<file path="config.mk">
export PLATFORM = sky130hd
export DESIGN_NAME = register_file
export DESIGN_NICKNAME = d
export VERILOG_FILES = /design/src/rtl/register_file.sv
export SDC_FILE = /design/constraint.sdc
export NUM_CORES = 2
export LEC_CHECK = 0
export CAP_MARGIN = 30
export CORE_MARGIN = 1.5
export CORE_UTILIZATION = 45
export DETAILED_ROUTE_END_ITERATION = 6
export MAX_ROUTING_LAYER = met4
export SETUP_SLACK_MARGIN = 0.5
export SYNTH_ARGS = -nofsm -noshare
export SYNTH_HDL_FRONTEND = slang
export SYNTH_SLANG_ARGS = --single-unit
</file>
<file path="constraint.sdc">
create_clock -name clock -period 2.4 [get_ports clock]
set_input_delay 0.36 -clock clock [delete_from_list [all_inputs] [get_ports clock]]
set_output_delay 0.36 -clock clock [all_outputs]
set_load 0.01 [all_outputs]
</file>
<file path="src/rtl/register_file.sv">
// Register file with two combinational read ports, one write port with
// write-first bypass, and a handshaked engine that streams every register.
module register_file #(
    parameter int DATA_WIDTH = 32,
    parameter int ADDR_WIDTH = 6,
    parameter int DEPTH      = 32
) (
    input  logic                  clock,
    input  logic                  reset_n,
    input  logic [ADDR_WIDTH-1:0] read_address_1,
    input  logic [ADDR_WIDTH-1:0] read_address_2,
    output logic [DATA_WIDTH-1:0] read_value_1,
    output logic [DATA_WIDTH-1:0] read_value_2,
    input  logic [ADDR_WIDTH-1:0] write_address,
    input  logic [DATA_WIDTH-1:0] write_value,
    input  logic                  write_enable,
    input  logic                  dump_start,
    input  logic                  dump_ready,
    output logic                  dump_valid,
    output logic [ADDR_WIDTH-1:0] dump_index,
    output logic [DATA_WIDTH-1:0] dump_value,
    output logic                  dump_busy,
    output logic                  dump_done
);

    localparam int IW = (DEPTH > 1) ? $clog2(DEPTH) : 1;
    localparam logic [ADDR_WIDTH:0] DEPTH_L = (ADDR_WIDTH + 1)'(DEPTH);
    localparam logic [ADDR_WIDTH-1:0] LAST = ADDR_WIDTH'(DEPTH - 1);

    typedef enum logic [1:0] {
        IDLE,
        STREAM,
        DONE
    } state_t;

    logic [DATA_WIDTH-1:0] regs [DEPTH];
    logic                  wr_hit;

    state_t                state;
    state_t                state_n;
    logic                  start_hit;
    logic                  step_hit;
    logic [ADDR_WIDTH-1:0] next_addr;
    logic [ADDR_WIDTH-1:0] index_n;
    logic [DATA_WIDTH-1:0] value_n;

    function automatic logic in_range(input logic [ADDR_WIDTH-1:0] a);
        return (a != '0) && ({1'b0, a} < DEPTH_L);
    endfunction

    // Register 0 and out-of-range addresses always read as zero.
    function automatic logic [DATA_WIDTH-1:0] read_view(
        input logic [ADDR_WIDTH-1:0] a
    );
        if (!in_range(a)) begin
            return '0;
        end
        if (write_enable && (write_address == a)) begin
            return write_value;
        end
        return regs[a[IW-1:0]];
    endfunction

    always_comb begin
        wr_hit = write_enable && in_range(write_address);
    end

    always_ff @(posedge clock or negedge reset_n) begin
        if (!reset_n) begin
            for (int i = 0; i < DEPTH; i++) begin
                regs[i] <= '0;
            end
        end else if (wr_hit) begin
            regs[write_address[IW-1:0]] <= write_value;
        end
    end

    always_comb begin
        read_value_1 = read_view(read_address_1);
        read_value_2 = read_view(read_address_2);
    end

    always_ff @(posedge clock or negedge reset_n) begin
        if (!reset_n) begin
            state <= IDLE;
        end else begin
            state <= state_n;
        end
    end

    always_comb begin
        state_n = state;
        unique case (state)
            IDLE:    if (dump_start) state_n = STREAM;
            STREAM:  if (dump_ready && (dump_index == LAST)) state_n = DONE;
            DONE:    state_n = IDLE;
            default: state_n = IDLE;
        endcase
    end

    always_comb begin
        dump_valid = (state == STREAM);
        dump_busy  = (state != IDLE);
        dump_done  = (state == DONE);
        start_hit  = (state == IDLE) && dump_start;
        step_hit   = dump_valid && dump_ready && (dump_index != LAST);
        next_addr  = dump_index + 1'b1;
        index_n    = dump_index;
        value_n    = dump_value;
        // Next beat captures the bypassed view, so a same-edge write lands.
        unique case (1'b1)
            start_hit: begin
                index_n = '0;
                value_n = '0;
            end
            step_hit: begin
                index_n = next_addr;
                value_n = read_view(next_addr);
            end
            default: ;
        endcase
    end

    always_ff @(posedge clock or negedge reset_n) begin
        if (!reset_n) begin
            dump_index <= '0;
            dump_value <= '0;
        end else begin
            dump_index <= index_n;
            dump_value <= value_n;
        end
    end

endmodule

</file>
==> out/qor.csv <==
metric,value,unit
status,"complete, but fails checks",
violations,setup timing,
drt-total-wl,280,mm
drt.antenna.violating_nets,0,
synth_edf_count,0,
drv_slew,0,
layout_commonest_cell,buf_4,
clockRootBuffer,clkbuf_16,
hold_violations,0,
drive_above_1_share,55.2,%
dr.pass1.iters,6,
slew_headroom,50.8,%
cts_inserted_buffers,120,
syn_inst,5111,
clk_pin_slew,0.06,ns
fmax,320,MHz
grt_pass1_wl,398,mm
path_class,flop to output pin,
worstMarginPinSlew,0.739,ns
area_delta_synth_final,35.6,%
async_flop_share,100,%
placed_area,79500,µm²
crit_fanout,4,
setup_viol,97,
r2r-start,dump_index[0],
die_width,383,µm
design_area,88200,µm²
worst_ep_arrival_time,2.76,ns
finalNonFillerCells,8303,
reg2reg_depth,11,
final_nets,6342,
clock_latency,0.79,ns
dp_hpwl,182,mm
antenna_found_initial,5,
post-route-period-util,130,%
fin_skew,0.0325,ns
cp-start-kind,flop,
syn-cell-area,65000,µm²
grt_overflow,0,
p_leak,39.8,nW
postSynthAreaPerCell,12.7,µm²
hold_path_class,primary input to async pin,
vias_per_cell,6.70,
cts_tree,built,
endpoint_kind,output pin,
rsz0062_at_grt,true,
ys_ff_latch,1064,
die-area,147000,µm²
clock-sinks,1064,
fp.coreArea,143000,µm²
pin_count,160,
grt_max_degree,94,
yosys_warnings,0,
dp.cells,7844,
synth_cell_type_count,65,
grt_usage,38.7,%
grt_pass1_vias,55500,
ir_worst_vdd,708,µV
initial_core_util,45.3,%
drt_iter0_markers,6777,
max_cap_violations,0,
power_density,793,nW/µm²
vias,55600,
htree_num_levels,3,
gp_routability_congestion,0.936,
drc,0,
syn-num-nets,5167,
setup_ws,-0.721,ns
io_buffers,159,
clk_path_buf_depth,3,
r2r-end,dump_value[14],
layout_common_cells,"1090 x buf_4, 1050 x dfrtp_1, 702 x mux4_2",
timing.reg2reg.setup_slack,-0.31,ns
std_cell_rows,139,
worst_ep_required_time,2.04,ns
wl_per_cell,33.7,µm
die_h,383,µm
synth-seq-area-share,41.0,%
min_period,3.12,ns
synth_flop_cell,dfrtp_1,
fill_cells,11000,
==> worst max path at each step <==
stage	start	to	slack, ns	depth (start not counted)
global route	regs[514]	read_value_1[2]	-0.80	6
CTS	regs[134]	read_value_2[6]	-0.76	5
finish	regs[134]	read_value_2[6]	-0.72	5
floorplan	read_address_2[0]	read_value_2[21]	0.06	10
detailed placement	write_address[1]	read_value_2[31]	-1.09	9
global placement	write_address[1]	read_value_1[5]	-1.41	6
==> report_power, final <==
part | internal, mW | leakage (nW) | total [mW] | switching (mW)
Sequential | 20.3 | 14.2 | 22.4 | 2.05
Combinational | 14.6 | 23.5 | 27.5 | 12.8
Clock | 11.7 | 2.07 | 20.0 | 8.34
==> cells by family (layout without fill, tap and decap cells) <==
group                      after synthesis  count (layout)  synth area share [%]
AOI/OAI and AO/OA                      816             816                  7.89
xor gates and xnor gates                23              23                 0.354
adders and majority gates                1               1                0.0192
buffers and inverters                  625            1904                  4.32
DFF                                   1064            1064                  41.0
muxes                                 1657            1657                  40.5
other                                    0              10                     0
and+or+nand+nor                        925             925                  5.98
==> synth_stat cells, types with 11 or more instances <==
cell type / instances / area [µm²]
clkbuf_1: 335 / 1260
o21ai_1: 152 / 761
nor2b_1: 26 / 163
inv_1: 35 / 131
xnor2_1: 15 / 131
buf_4: 33 / 248
a21oi_1: 53 / 265
buf_2: 145 / 726
dfrtp_1: 1064 / 26600
nor2_1: 241 / 905
mux2i_1: 202 / 2020
nand2_1: 526 / 1970
mux2_2: 699 / 7870
nor3b_1: 12 / 90.1
mux4_2: 702 / 15800
o21bai_1: 19 / 143
o21ai_0: 243 / 1220
nand4_1: 35 / 219
a221oi_1: 19 / 166
mux2_1: 54 / 608
buf_6: 19 / 214
buf_1: 57 / 214
a211o_1: 20 / 175
o221ai_1: 88 / 771
o22ai_1: 125 / 782
o31ai_1: 40 / 300
nor3_1: 11 / 55.1
a32o_1: 19 / 190
nand3_1: 36 / 180
a211oi_1: 12 / 90.1
==> through the flow <==
stage | power, mW | setup TNS [ns] | hold slack (ns) | util (%) | setup slack, ns
after floorplan | 35.5 | 0 | 0.0644 | - | 0.0616
after global placement | 45.1 | -265.28 | 0.269 | 55.4 | -1.41
after detailed placement | 45.5 | -278.06 | 0.264 | 55.4 | -1.09
after CTS | 68.7 | -44.99 | 0.0295 | 60.5 | -0.760
after global routing | 72.0 | -48.57 | 0.0542 | 61.4 | -0.804
final | 69.9 | -43.83 | 0.0654 | 61.4 | -0.721
==> sequential cells by signal, indices dropped and copies added (netlist names) <==
register and count:
dump_index 6, dump_value 32, regs 1024, state 2
==> what timing repair did <==
action                                  4_1_cts  5_1_grt
gates resized for setup                     723      158
pin swaps                                   168       92
hold buffers                                  1        0
cloned                                       27        7
endpoints found under the setup margin      404      285
endpoints found under the hold margin       406        0
setup buffers                               144       44
==> layer usage <==
layer | global-route usage [%] | share of wire, % | up-vias
li1 | - | - | 22000
met1 | 49.9 | 37 | 28800
met2 | 55.5 | 44 | 3783
met3 | 9.98 | 12 | 991
met4 | 22.0 | 7.0 | 0
met5 | - | 0 | -
==> critical path, cell delays in order, from the launching register on <==
cell     delay [ns]
dfrtp_1        0.40
mux4_2         0.49
mux2_4         0.29
a221o_1        0.38
a32o_2         0.29
buf_6          0.12
==> cell type report <==
type                            count  area [µm²]  share of cell area, %
Clock inverter                     55         742                  0.842
Clock buffer                      171        3480                   3.95
Timing Repair Buffer             1643       17100                   19.4
Sequential cell                  1064       26600                   30.2
Antenna cell                       10        25.0                 0.0284
Multi-Input combinational cell   3422       37600                   42.7
Tap cell                         1903        2380                   2.70
Inverter                           35         131                  0.149
No activity file was read; power rests on OpenSTA's default activity.
